## config.mk

```make
export PLATFORM = sky130hd
export DESIGN_NAME = bcd_to_bin_seq
export DESIGN_NICKNAME = d
export VERILOG_FILES = /design/src/rtl/bcd_to_bin_seq.sv
export SDC_FILE = /design/constraint.sdc
export NUM_CORES = 1
export LEC_CHECK = 0
export BUFFER_PORTS_ARGS = -buffer_cell sky130_fd_sc_hd__buf_2
export CAP_MARGIN = 20
export CORE_ASPECT_RATIO = 1.75
export CORE_MARGIN = 2
export CORE_UTILIZATION = 30
export DETAILED_ROUTE_END_ITERATION = 12
export MAX_ROUTING_LAYER = met4
export PLACE_DENSITY = 0.56
export SLEW_MARGIN = 20
export SYNTH_ARGS = -nofsm -noshare
export SYNTH_HDL_FRONTEND = slang
export SYNTH_SLANG_ARGS = --single-unit
```

## constraint.sdc

```tcl
create_clock -name Clock -period 3.8 [get_ports Clock]
set_input_delay 0.76 -clock Clock [delete_from_list [all_inputs] [get_ports Clock]]
set_output_delay 0.76 -clock Clock [all_outputs]
set_load 0.05 [all_outputs]
```

## src/rtl/bcd_to_bin_seq.sv

```systemverilog
// Sequential BCD-to-binary converter (reverse double-dabble), one result bit per clock.
// Start/Busy/Done handshake; requests with any digit > 9 finish early with Err set.
module bcd_to_bin_seq #(
  parameter int DIGITS = 2,
  parameter int BIN_W  = 7
) (
  input  logic                  Clock,
  input  logic                  Reset,
  input  logic                  Start,
  input  logic [4*DIGITS-1:0]   BCD_In,
  output logic                  Busy,
  output logic                  Done,
  output logic                  Err,
  output logic [BIN_W-1:0]      Bin_Out
);

  localparam int BCD_W = 4 * DIGITS;
  localparam int CNT_W = $clog2(BIN_W + 1);
  localparam logic [CNT_W-1:0] LAST_CNT = CNT_W'(BIN_W - 1);

  localparam logic [1:0] S_IDLE  = 2'd0;
  localparam logic [1:0] S_SHIFT = 2'd1;
  localparam logic [1:0] S_DONE  = 2'd2;

  logic [1:0]       state_q, state_d;
  logic [BCD_W-1:0] bcd_q, bcd_d;
  logic [BIN_W-1:0] bin_q, bin_d;
  logic [CNT_W-1:0] cnt_q, cnt_d;
  logic             bad_q, bad_d;
  logic             busy_q, busy_d;
  logic             done_q, done_d;
  logic             err_q, err_d;
  logic [BIN_W-1:0] bin_out_q, bin_out_d;

  logic             in_bad;
  logic [BCD_W-1:0] bcd_sh;
  logic [BIN_W-1:0] bin_sh;

  always_comb begin
    in_bad = 1'b0;
    for (int i = 0; i < DIGITS; i++) begin
      if (BCD_In[4*i +: 4] > 4'd9) in_bad = 1'b1;
    end
  end

  // One reverse double-dabble step: shift right, then pull any digit >= 8 down by 3.
  always_comb begin
    {bcd_sh, bin_sh} = {bcd_q, bin_q} >> 1;
    for (int i = 0; i < DIGITS; i++) begin
      if (bcd_sh[4*i+3]) bcd_sh[4*i +: 4] = bcd_sh[4*i +: 4] - 4'd3;
    end
  end

  always_comb begin
    state_d   = state_q;
    bcd_d     = bcd_q;
    bin_d     = bin_q;
    cnt_d     = cnt_q;
    bad_d     = bad_q;
    err_d     = err_q;
    bin_out_d = bin_out_q;
    // Status outputs trail the state by one edge so they are purely registered.
    busy_d    = (state_q != S_IDLE);
    done_d    = (state_q == S_DONE);
    case (state_q)
      S_IDLE: begin
        if (Start) begin
          bin_d = '0;
          cnt_d = '0;
          if (in_bad) begin
            bcd_d   = '0;
            bad_d   = 1'b1;
            state_d = S_DONE;
          end else begin
            bcd_d   = BCD_In;
            bad_d   = 1'b0;
            state_d = S_SHIFT;
          end
        end
      end
      S_SHIFT: begin
        bcd_d = bcd_sh;
        bin_d = bin_sh;
        cnt_d = cnt_q + 1'b1;
        if (cnt_q == LAST_CNT) state_d = S_DONE;
      end
      S_DONE: begin
        bin_out_d = bin_q;
        err_d     = bad_q;
        state_d   = S_IDLE;
      end
      default: state_d = S_IDLE;
    endcase
  end

  always_ff @(posedge Clock or posedge Reset) begin
    if (Reset) begin
      state_q   <= S_IDLE;
      bcd_q     <= '0;
      bin_q     <= '0;
      cnt_q     <= '0;
      bad_q     <= 1'b0;
      busy_q    <= 1'b0;
      done_q    <= 1'b0;
      err_q     <= 1'b0;
      bin_out_q <= '0;
    end else begin
      state_q   <= state_d;
      bcd_q     <= bcd_d;
      bin_q     <= bin_d;
      cnt_q     <= cnt_d;
      bad_q     <= bad_d;
      busy_q    <= busy_d;
      done_q    <= done_d;
      err_q     <= err_d;
      bin_out_q <= bin_out_d;
    end
  end

  assign Busy    = busy_q;
  assign Done    = done_q;
  assign Err     = err_q;
  assign Bin_Out = bin_out_q;

endmodule
```

=== After elaboration in Yosys (flattened, before gate mapping) ===
Index checks and enable logic that the tools add are counted.

* $lt $le $gt $ge: 2
* Reduce and logical (&&, ||, !) cells: 6
* Add/subtract/negate cells: 2
* Equal/unequal tests: 5
* Muxes and demuxes: 15

{| class="wikitable"
|+ Operators by type and width
! kind !! count
|-
| two-way mux 8 bit || 2
|-
| case mux 8 bit (2 select lines) || 1
|-
| case mux 7 bit (2 select lines) || 1
|-
| greater-than comparator 4 bit, second input constant || 2
|-
| two-way mux 7 bit || 1
|-
| two-way mux 2 bit || 3
|-
| case mux 3 bit (2 select lines) || 1
|-
| AND reduction 2 bit || 3
|-
| two-way mux 4 bit || 1
|-
| inequality test 2 bit, second input constant || 2
|-
| case mux 2 bit (2 select lines) || 1
|-
| nonzero test 2 bit || 2
|-
| subtractor 4 x 2 -> 4 bit, second input constant || 1
|-
| adder 3 x 1 -> 3 bit, second input constant || 1
|-
| == test 3 bit, second input constant || 1
|-
| two-way mux 1 bit || 3
|-
| two-way mux 3 bit || 1
|-
| == test 2 x 1 -> 1 bit, second input constant || 1
|-
| == test 2 bit, second input constant || 1
|-
| logical NOT 2 bit || 1
|}

* Bits of input ports: 11
* Output and inout port bits: 10
* Logic and storage cells: 39
* Register bits after elaboration: 31

=== Depth between registers and ports, before layout ===
Gate-level depths: netlist (run 1).

* Depth in word-level cells: 6
* Mapped depth: 6
* Mapped depth without buffers: 4

=== Worst setup path before layout (run 1) ===
OpenSTA, ideal clock, no wires.

* Kind: input port to flip-flop
* Start point: input Start
* End point: register cnt_q[1]
* Buffers on the path: 2
* Data required time: 3679 ps
* Data arrival time: 1471 ps
* Path slack: 2209 ps
* Library setup time: 121 ps
* Stages: 5
* Cell sequence: or3b_1 > buf_2 > buf_6 > nand3_1 > o21ai_1

* Longest elaborated chain between the ends: 2

{| class="wikitable"
|+ RTL lines
! element !! line !! source
|-
| from (decl) || 9 || <nowiki>input logic Start,</nowiki>
|-
| inequality test 2 bit (no source line) || n/a ||
|-
| AND reduction 2 bit (no source line) || n/a ||
|-
| to (signal assigned) || 111 || <nowiki>cnt_q <= cnt_d;</nowiki>
|-
| to (decl) || 28 || <nowiki>logic [CNT_W-1:0] cnt_q, cnt_d;</nowiki>
|}

Every way passes these cells.
A chain may end at the register's enable or synchronous reset.

=== Worst setup path in the final report (run 1) ===
* Start point: register state_q[0]
* End point: register bcd_q[3]

* Longest elaborated chain between the ends: 3
* Elaborated cells on any way between the ends: 6
* Classes of those cells: eq/ne: 2; mux: 1; reduce/logical: 3

{| class="wikitable"
|+ RTL lines
! element !! line !! source
|-
| from (decl) || 25 || <nowiki>logic [1:0] state_q, state_d;</nowiki>
|-
| from (signal assigned) || 108 || <nowiki>state_q <= state_d;</nowiki>
|-
| == test 2 x 1 -> 1 bit or logical NOT 2 bit (tied branches) || 65 || <nowiki>case (state_q)</nowiki>
|-
| nonzero test 2 bit (no source line) or inequality test 2 bit (tied branches) || n/a ||
|-
| AND reduction 2 bit (no source line) || n/a ||
|-
| to (signal assigned) || 99 || <nowiki>bcd_q <= '0;</nowiki>
|-
| to (signal assigned) || 109 || <nowiki>bcd_q <= bcd_d;</nowiki>
|-
| to (decl) || 26 || <nowiki>logic [BCD_W-1:0] bcd_q, bcd_d;</nowiki>
|}

Several ways; a longest one is shown, not always the timed one.

==> metrics.txt, run 1 <==
post-route DRC violation count 0; number of nets in the layout 168; Hold Fails Final Rpt 0; Synth Warn # 0; post-cts hold buffer count 0; die height roughly 95 um; destination of the worst register-to-register timing path bcd_q[3]; Detail Route Antenna Nets 0; core region area between 0.004 and 0.005 mm^2; post-synthesis net count 148; IO Pins 21; kind of end point of the critical path flop; result of the run complete, no violations; net load switching power about 0.6 mW; peak clock frequency supported by timing between 500 and 600 MHz; minimum setup slack in the final design 1.98 ns; leftover overflow at the end of global routing 0; class of the worst hold path reg -> reg; ordered cell list for the critical path nor2b_1 -> nand2_1 -> o211ai_1; CTS clock-pin slew for the worst setup and hold paths 0.06 ns; Synth Register Bits 31; DPL Wire Length about 2100 um; clock net sink count 31; most instantiated cells after synthesis sky130_fd_sc_hd__dfrtp_1 (31), sky130_fd_sc_hd__nand2_1 (18), sky130_fd_sc_hd__a21oi_1 (11), sky130_fd_sc_hd__nand3_1 (11), sky130_fd_sc_hd__mux2_2 (9); setup repair after global routing missed its margin false; sequential cell fraction of total power 0.422; total global-route track usage 0.118; number of setup violations in the final report 0; wire length of the first global-routing pass about 4800 um; diode insertion count for antenna repair 0; total routed wirelength around 2900 um; startpoint-to-endpoint class of the critical path reg -> reg; worst slack at placement approximately 1.6 ns; post-cts resize count 0; logic depth of the worst register-to-register path 3; part of the total power dissipated in the clock network 0.175; Worst slew margin 0.433; share of synthesized registers carrying an async set or reset 1.00; maximum level of the CTS H-tree 2; Buffers on Ports 20; reg-to-reg slack, setup ~2.0 ns; top flip-flop cell by instance count after synthesis sky130_fd_sc_hd__dfrtp_1; origin of the worst setup path state_q[0]; leakage power figure between 0.7 and 0.8 nW; ratio of cells with drive above 1 in the final layout 0.271; count of different cell masters after synthesis 32; net switching share of the total power 0.427; worst hold path startpoint bcd_q[0]; maximum number of pins on one net before global-route repair 32; worst IR drop on VDD approximately 0.00046 V; Starting DRT DRC Count 28; area share of the largest cell type after synthesis 0.546; via total after detailed routing 1034; library cell occupying the most area in the post-synthesis netlist sky130_fd_sc_hd__dfrtp_1; Period minus WS final roughly 1.8 ns; Worst Setup EP bcd_q[3]; highest cell delay on the worst timing path ~0.75 ns; logic gate share of total power 0.403; number of global-route vias before repair between 1000 and 1500; post-CTS setup-driven buffer insertion count 0; CP Max Fanout 15; data arrival time at the worst-slack endpoint roughly 2.0 ns; count of pins over their slew limit 0; worst-skew pair later-pin latency around 0.27 ns; EDFF count, synth 0; number of vias per cell after detailed routing between 4 and 5; most area-consuming cells after synthesis sky130_fd_sc_hd__dfrtp_1 (55%), sky130_fd_sc_hd__mux2_2 (7.1%), sky130_fd_sc_hd__nand2_1 (4.8%); horizontal die dimension approximately 56 um; most frequent cell after synthesis sky130_fd_sc_hd__dfrtp_1; startpoint type of the worst setup path flop; sequential cell area fraction in the yosys report 0.546; Cell Rows 33; CTS tree done; final worst clock skew 0.00473 ns; final total negative setup slack 0 ns; First-pass DRT Iterations 4; clock buffer depth 2; Starting Density 0.307; floorplan die area approximately 0.0053 mm^2; internal power approximately 0.8 mW; final standard cell area without fillers approximately 0.0016 mm^2; Post-DP Area approximately 0.0015 mm^2; combined area of all synthesized cells between 0.001 and 0.0015 mm^2; number of max-cap violations 0; initial antenna violation count 0; mean cell area of the mapped netlist between 10 and 15 um^2; final cycle utilization of the critical path 0.478; actual slew at the worst max-slew pin 0.848 ns; PwrDens around 840 mW/mm^2; synth-to-layout area growth 14.4%; post-synthesis instance total about 130; highest-delay cell along the critical path sky130_fd_sc_hd__nor2b_1; routability congestion estimate about 0.79; library cell used as clock root buffer sky130_fd_sc_hd__clkbuf_8; required arrival time at the worst endpoint approximately 4.0 ns; post-detailed-route wirelength per cell roughly 14 um; worst reg2reg startpoint state_q[0]; number of instances on the worst hold path 2; number of buffers inserted during clock tree synthesis 5
-- worst min-delay path by stage --
stage / end
after floorplan: bin_q[6]
after global placement: bin_q[6]
after detailed placement: bin_q[6]
after CTS: bin_q[6]
after global routing: bin_q[6]
final: bin_q[6]
-- worst max-delay path: cells and delay by family (launching register included) --
kind,cells,cell delay (ns)
simple gates,2,0.87
flops,1,0.64
compound gates,1,0.21
-- per-stage QoR --
| step | cells | power (mW) | util | hold WS (ns) |
|---|---|---|---|---|
| 6_report | 207 | 1.37 | 0.351 | 0.475 |
| 3_5_place_dp | 198 | 1.14 | 0.333 | 0.472 |
| 4_1_cts | 206 | 1.39 | 0.350 | 0.486 |
| 2_1_floorplan | 134 | 1.02 | - | 0.439 |
| 5_1_grt | 207 | 1.46 | 0.351 | 0.501 |
| 3_3_place_gp | 198 | 1.12 | 0.333 | 0.460 |
-- power groups by stage --
stage	registers [mW]	logic (mW)	clock network (mW)
floorplan	0.697	0.326	0
global placement	0.575	0.546	0
detailed placement	0.583	0.559	0
CTS	0.578	0.560	0.249
global route	0.596	0.607	0.258
finish	0.577	0.550	0.239
-- routing by layer --
| layer | part of all wire | GRT usage | wire, um |
|---|---|---|---|
| met5 | 0 | - | 0 |
| met3 | 0.043 | 0.0258 | 123 |
| met4 | 0.011 | 0.0496 | 31 |
| met2 | 0.54 | 0.216 | 1540 |
| met1 | 0.41 | 0.120 | 1170 |
-- flip-flops by register name, indices dropped and copies added (netlist names) --
register,flops
bcd_q,8
Bin_Out,7
bin_q,7
cnt_q,3
state_q,2
Busy,1
Done,1
Err,1
bad_q,1
-- layout by cell type (no fill, tap or decap), types with 2 or more instances in the layout --
| master | n |
|---|---|
| sky130_fd_sc_hd__clkbuf_1 | 2 |
| sky130_fd_sc_hd__nand2_1 | 18 |
| sky130_fd_sc_hd__a21oi_1 | 11 |
| sky130_fd_sc_hd__xor2_1 | 2 |
| sky130_fd_sc_hd__o21ai_1 | 2 |
| sky130_fd_sc_hd__o211ai_1 | 2 |
| sky130_fd_sc_hd__clkbuf_8 | 5 |
| sky130_fd_sc_hd__mux2_2 | 9 |
| sky130_fd_sc_hd__o21ai_0 | 2 |
| sky130_fd_sc_hd__nor2_1 | 8 |
| sky130_fd_sc_hd__dfrtp_1 | 31 |
| sky130_fd_sc_hd__inv_1 | 3 |
| sky130_fd_sc_hd__nor2b_1 | 3 |
| sky130_fd_sc_hd__nand4_1 | 5 |
| sky130_fd_sc_hd__buf_2 | 21 |
| sky130_fd_sc_hd__ha_1 | 3 |
| sky130_fd_sc_hd__nand3_1 | 11 |
-- final cells by class --
| type | count | area [um^2] |
|---|---|---|
| fill | 484 | 3000 |
| sequential | 31 | 776 |
| multi-input combinational | 91 | 578 |
| timing repair buffer | 22 | 113 |
| clock buffer | 7 | 76.3 |
| tap | 52 | 65.1 |
| inverter | 3 | 11.3 |
| clock inverter | 1 | 5.00 |
-- cells by family (layout without fill, tap and decap cells) --
logic type	Yosys count	after routing	share of synthesized area
AO/OA/AOI/OAI	24	24	0.106
AND/OR/NAND/NOR	52	52	0.185
flip-flops	31	31	0.546
XOR/XNOR	3	3	0.0185
adder cells (fa/ha/maj)	3	3	0.0264
multiplexers	9	9	0.0714
buffers and inverters	12	33	0.0467
No activity file was read; power rests on OpenSTA's default activity.
==> run 2, diff against run 1 <==
--- a/config.mk
+++ b/config.mk
@@ -5,6 +5,7 @@
 export SDC_FILE = /design/constraint.sdc
 export NUM_CORES = 1
 export LEC_CHECK = 0
+export ABC_AREA = 1
 export BUFFER_PORTS_ARGS = -buffer_cell sky130_fd_sc_hd__buf_2
 export CAP_MARGIN = 20
 export CORE_ASPECT_RATIO = 1.75
==> constraint.sdc (replaced) <==
create_clock -name Clock -period 1.8 [get_ports Clock]
set_input_delay 0.36 -clock Clock [delete_from_list [all_inputs] [get_ports Clock]]
set_output_delay 0.36 -clock Clock [all_outputs]
set_load 0.05 [all_outputs]
==> run 2 against run 1 <==
  * Via count increased by 7.3%
  * Count of clock-buffer cells in the layout down 2
  * Register-to-register slack worse by 1.4 ns
  * Worst hold slack got worse by 0.33 ns
  * Clock skew increased by 0.00096 ns
  * Clock power up 120%
  * Final cell count is 17% higher
  * Highest routed layer unchanged
==> metrics.txt, run 2 <==
result of the run complete, no violations; data arrival time at the worst-slack endpoint slightly below 0.9 ns; synth-to-layout area growth 16.7%; number of vias per cell after detailed routing 4.58; share of synthesized registers carrying an async set or reset 1.00; Synth Register Bits 31; final standard cell area without fillers about 0.0017 mm^2; worst IR drop on VDD around 0.00094 V; post-route DRC violation count 0; number of buffers and inverters on the critical path 1; max reg flops 8; class of the worst hold path in -> async; post-synthesis instance total around 160; First-pass DRT Iterations 4; kind of end point of the critical path output port; total routed wirelength between 2000 and 3000 um; number of nets in the layout roughly 200; worst-skew pair later-pin latency roughly 0.28 ns; count of pins over their slew limit 0; # placed instances roughly 230; maximum level of the CTS H-tree 2; area share of the largest cell type after synthesis 0.539; number of global-route vias before repair between 1000 and 1500; largest register by flop count bcd_q; number of setup violations in the final report 0; total global-route track usage 0.119; sequential cell area fraction in the yosys report 0.539; Synth Warn # 0; Hold Fails Final Rpt 0; Starting Density 0.309; leftover overflow at the end of global routing 0; highest cell delay on the worst timing path 0.35 ns; startpoint type of the worst setup path flop; final-layout fill cell count 517; number of max-cap violations 0; post-synthesis net count 176; most instantiated cells after synthesis sky130_fd_sc_hd__nand2_1 (45), sky130_fd_sc_hd__dfrtp_1 (31), sky130_fd_sc_hd__inv_1 (25); routability congestion estimate around 0.75; library cell used as clock root buffer sky130_fd_sc_hd__clkbuf_8; combined area of all synthesized cells about 0.0014 mm^2; reg-to-reg slack, setup 0.57 ns; die height 95.7 um; maximum number of pins on one net before global-route repair 32; floorplan die area 0.00539 mm^2; most common cell after layout, fill and taps aside sky130_fd_sc_hd__nand2_1; wire length of the first global-routing pass about 4700 um; DPL Wire Length 2050 um; worst slack at placement 0.448 ns; required arrival time at the worst endpoint 1.44 ns; clock net sink count 31; final total negative setup slack 0 ns; Starting DRT DRC Count 27; CTS clock-pin slew for the worst setup and hold paths 0.07 ns; diode insertion count for antenna repair 0; top library cells by usage in the layout, fill and taps aside sky130_fd_sc_hd__nand2_1 (45), sky130_fd_sc_hd__dfrtp_1 (31), sky130_fd_sc_hd__inv_1 (25); worst hold margin 0.144 ns; ordered cell list for the critical path buf_2; total chip power around 2.8 mW; core region area ~0.0047 mm^2; startpoint-to-endpoint class of the critical path reg -> out; count of different cell masters after synthesis 19; minimum setup slack in the final design between 0.5 and 0.6 ns; via total after detailed routing roughly 1100; number of buffers inserted during clock tree synthesis 5; most frequent cell after synthesis sky130_fd_sc_hd__nand2_1; post-cts hold buffer count 0; Period minus WS final between 1 and 1.5 ns; mean cell area of the mapped netlist 8.89 um^2; leakage power figure 0.893 nW; actual slew at the worst max-slew pin a little under 0.4 ns; family with the most delay on the worst path flip-flops; post-cts resize count 0; IO Pins 21; EDFF count, synth 0; Buffers on Ports 20; most area-consuming cells after synthesis sky130_fd_sc_hd__dfrtp_1 (54%), sky130_fd_sc_hd__nand2_1 (12%), sky130_fd_sc_hd__inv_1 (6.5%); utilization of the core after routing 0.360; Detail Route Antenna Nets 0; final cell count without fillers approximately 240; horizontal die dimension around 56 um; peak clock frequency supported by timing 799 MHz; Cell Rows 33; post-detailed-route wirelength per cell about 11 um; PwrDens approximately 1700 mW/mm^2; library cell occupying the most area in the post-synthesis netlist sky130_fd_sc_hd__dfrtp_1; clock buffer depth 2; setup repair after global routing missed its margin false; final cycle utilization of the critical path 0.695; top flip-flop cell by instance count after synthesis sky130_fd_sc_hd__dfrtp_1; initial antenna violation count 0; Worst slew margin 0.737; CTS tree done; highest-delay cell along the critical path sky130_fd_sc_hd__dfrtp_1; CP Max Fanout 2; final worst clock skew ~0.0057 ns; post-CTS setup-driven buffer insertion count 0; ratio of cells with drive above 1 in the final layout 0.247; Post-DP Area about 0.0016 mm^2
==> run 2: cell count changes after synthesis, moves of 4 or more <==
cell,change
sky130_fd_sc_hd__nand2_1,+27
sky130_fd_sc_hd__inv_1,+22
sky130_fd_sc_hd__mux2_2,-9
sky130_fd_sc_hd__o21ai_2,+8
sky130_fd_sc_hd__o22ai_1,+7
sky130_fd_sc_hd__a21oi_1,-6
sky130_fd_sc_hd__nand3_1,-5
sky130_fd_sc_hd__nand4_1,-5
sky130_fd_sc_hd__buf_2,-4
==> run 2: worst paths after layout <==
check                           start         end  depth (start not counted)
min                             Reset    cnt_q[2]                          3
min reg2reg                Bin_Out[6]  Bin_Out[6]                          2
min in group Clock          BCD_In[7]    bcd_q[7]                          3
max reg2reg                state_q[0]  state_q[1]                          6
max in group asynchronous       Reset    bcd_q[0]                          3
max                        Bin_Out[0]  Bin_Out[0]                          1
==> run 2: layout make-up <==
class	instances	area (um^2)	share of cell area
Clock buffer	5	68.8	0.0410
Clock inverter	3	15.0	0.00894
Inverter	28	105	0.0625
Multi-Input combinational cell	99	520	0.310
Sequential cell	31	776	0.462
Tap cell	52	65.1	0.0387
Timing Repair Buffer	24	130	0.0774
==> run 2: kinds of logic (layout without fill, tap and decap cells) <==
| family | count (synthesis) | after routing | synth area share |
|---|---|---|---|
| buffers and inverters | 32 | 60 | 0.0999 |
| AOI/OAI and AO/OA | 34 | 34 | 0.156 |
| adders and majority gates | 3 | 3 | 0.0261 |
| xor gates and xnor gates | 1 | 1 | 0.00608 |
| DFF | 31 | 31 | 0.539 |
| and+or+nand+nor | 61 | 61 | 0.173 |
==> run 2: routing by layer <==
metal,share of wire,vias to the layer above,global-route usage
met3,0.029,7,0.0326
met5,0,-,-
met2,0.57,22,0.225
li1,-,564,-
met4,0.018,0,0.0595
met1,0.39,516,0.107
==> run 2: power by group <==
| part | switching (mW) | internal (mW) | total, mW |
|---|---|---|---|
| clock network | 0.255 | 0.264 | 0.519 |
| logic | 0.841 | 0.368 | 1.21 |
| registers | 0.159 | 0.943 | 1.10 |
==> run 2: worst reg2reg max path, cell delays in order, from the launching register on <==
cell                      delay (ns)
sky130_fd_sc_hd__dfrtp_1        0.46
sky130_fd_sc_hd__inv_2          0.07
sky130_fd_sc_hd__nor2_4         0.17
sky130_fd_sc_hd__inv_2          0.15
sky130_fd_sc_hd__o21ai_0        0.17
sky130_fd_sc_hd__o21ai_0        0.11
sky130_fd_sc_hd__inv_1          0.06
==> run 3, diff against run 2 <==
==> constraint.sdc (replaced) <==
create_clock -name Clock -period 1.25 [get_ports Clock]
set_input_delay 0.25 -clock Clock [delete_from_list [all_inputs] [get_ports Clock]]
set_output_delay 0.25 -clock Clock [all_outputs]
set_load 0.05 [all_outputs]
==> run 3 against run 2 <==
  * Flip-flop and latch count stayed put
  * Register-to-register slack worse by 0.48 ns
  * Worst hold slack worse by 0.10 ns
  * Count of clock-buffer cells in the layout is 1 higher
  * Final area is 5.4% higher
  * Core utilization is 1.9 points higher
  * Global-route usage is 0.24 points higher
  * Combinational power is 55% higher
  * Largest power group unchanged
  * Die area stayed put
  * Sequential share of layout area is 2.3 points lower
==> metrics.txt, run 3 (synthesis gave the netlist of run 2 again) <==
number of vias per cell after detailed routing 4.65; result of the run complete, no violations; Period minus WS final 1.16 ns; synth-to-layout area growth 22.9%; final worst clock skew 0.00507 ns; number of max-cap violations 0; max reg flops 8; number of nets in the layout 208; total global-route track usage 0.121; worst hold margin about 0.044 ns; startpoint-to-endpoint class of the critical path reg -> reg; total routed wirelength 2750 um; Buffers on Ports 20; post-cts hold buffer count 0; library cell used as clock root buffer sky130_fd_sc_hd__clkbuf_8; First-pass DRT Iterations 4; routability congestion estimate about 0.8; clock buffer depth 2; PwrDens ~2500 mW/mm^2; largest register by flop count bcd_q; internal power ~2.6 mW; Starting Density 0.309; horizontal die dimension 56.4 um; data arrival time at the worst-slack endpoint 1.38 ns; peak clock frequency supported by timing about 860 MHz; logic gate share of total power 0.421; DPL Wire Length ~2000 um; worst IR drop on VDD about 0.0015 V; diode insertion count for antenna repair 0; number of setup violations in the final report 0; initial antenna violation count 0; class of the worst hold path in -> async; actual slew at the worst max-slew pin between 0.3 and 0.4 ns; setup repair after global routing missed its margin false; leftover overflow at the end of global routing 0; wire length of the first global-routing pass between 4000 and 5000 um; top library cells by usage in the layout, fill and taps aside sky130_fd_sc_hd__nand2_1 (45), sky130_fd_sc_hd__dfrtp_1 (30), sky130_fd_sc_hd__inv_1 (24); clock net sink count 31; CTS tree done; net switching share of the total power 0.411; post-detailed-route wirelength per cell approximately 11 um; Worst slew margin 0.737; sequential cell fraction of total power 0.354; number of buffers inserted during clock tree synthesis 5; most common cell after layout, fill and taps aside sky130_fd_sc_hd__nand2_1; Cell Rows 33; reg-to-reg slack, setup just under 0.09 ns; post-route DRC violation count 0; ratio of cells with drive above 1 in the final layout 0.277; number of global-route vias before repair ~1100; part of the total power dissipated in the clock network 0.225; maximum level of the CTS H-tree 2; final total negative setup slack 0 ns; Starting DRT DRC Count 50; count of pins over their slew limit 0; floorplan die area 0.00539 mm^2; die height around 96 um; via total after detailed routing roughly 1100; leakage power figure 0.935 nW; CP Max Fanout 7; IO Pins 21; worst-skew pair later-pin latency 0.28 ns; kind of end point of the critical path flop; final cycle utilization of the critical path 0.931; net load switching power 1.84 mW; CTS clock-pin slew for the worst setup and hold paths roughly 0.070 ns; Hold Fails Final Rpt 0; maximum number of pins on one net before global-route repair 32; required arrival time at the worst endpoint 1.47 ns; core region area about 0.0047 mm^2; startpoint type of the worst setup path flop; Detail Route Antenna Nets 0
[run 3: cell types whose count changed in the layout (fill, tap and decap cells not counted), sizes merged]
cell | before | now
clkinv | 3 | 1
bufinv | 0 | 1
buf | 24 | 29
clkbuf | 5 | 6
[run 3: cell type report]
type	instances	area, um^2
clock buffer	6	82.6
clock inverter	2	35.0
fill	486	2900
inverter	28	105
multi-input combinational	99	526
sequential	31	777
tap	52	65.1
timing repair buffer	29	180
[run 3: per-layer routing]
metal / global-route usage / share of wire / vias up
li1: - / - / 573
met3: 0.0312 / 0.037 / 8
met4: 0.0675 / 0.033 / 0
met5: - / 0 / -
met2: 0.215 / 0.54 / 28
met1: 0.120 / 0.39 / 539
[run 3: critical path: stages (launching register included)]
cell	delay, ns
sky130_fd_sc_hd__dfrtp_1	0.43
sky130_fd_sc_hd__nor2_4	0.22
sky130_fd_sc_hd__inv_2	0.07
sky130_fd_sc_hd__o21ai_0	0.19
sky130_fd_sc_hd__o21ai_0	0.12
sky130_fd_sc_hd__inv_1	0.06
[run 3: timing repair]
action,4_1_cts,5_1_grt
setup buffers,0,0
hold endpoints to repair,0,0
resized for setup,0,3
setup endpoints to repair,0,8
[run 3: path summary, 6_finish.rpt]
path                       startpoint         end  cells after the start
max                        state_q[1]  state_q[1]                      5
min                             Reset    bin_q[0]                      3
max reg2reg                state_q[1]  state_q[1]                      5
min reg2reg                       Err         Err                      2
max in group asynchronous       Reset  state_q[0]                      3
min in group Clock          BCD_In[7]    bcd_q[7]                      3
[run 3: metrics by stage]
step | setup slack, ns | instances | instance area (um^2) | power (mW) | utilization
6_report | 0.0866 | 247 | 1770 | 4.47 | 0.379
4_1_cts | 0.0411 | 247 | 1760 | 4.53 | 0.378
3_5_place_dp | 0.0449 | 239 | 1650 | 3.48 | 0.353
3_3_place_gp | 0.0562 | 239 | 1650 | 3.45 | 0.353
5_1_grt | 0.00902 | 247 | 1770 | 4.83 | 0.379
2_1_floorplan | 0.138 | 162 | 1440 | 3.01 | -
[run 3: power groups by stage]
stage                     Clock, mW  Sequential (mW)  Combinational [mW]
after floorplan                   0             2.00                1.01
after global placement            0             1.58                1.86
after detailed placement          0             1.59                1.90
after CTS                      1.05             1.58                1.90
after global routing           1.10             1.64                2.10
final                          1.01             1.58                1.88
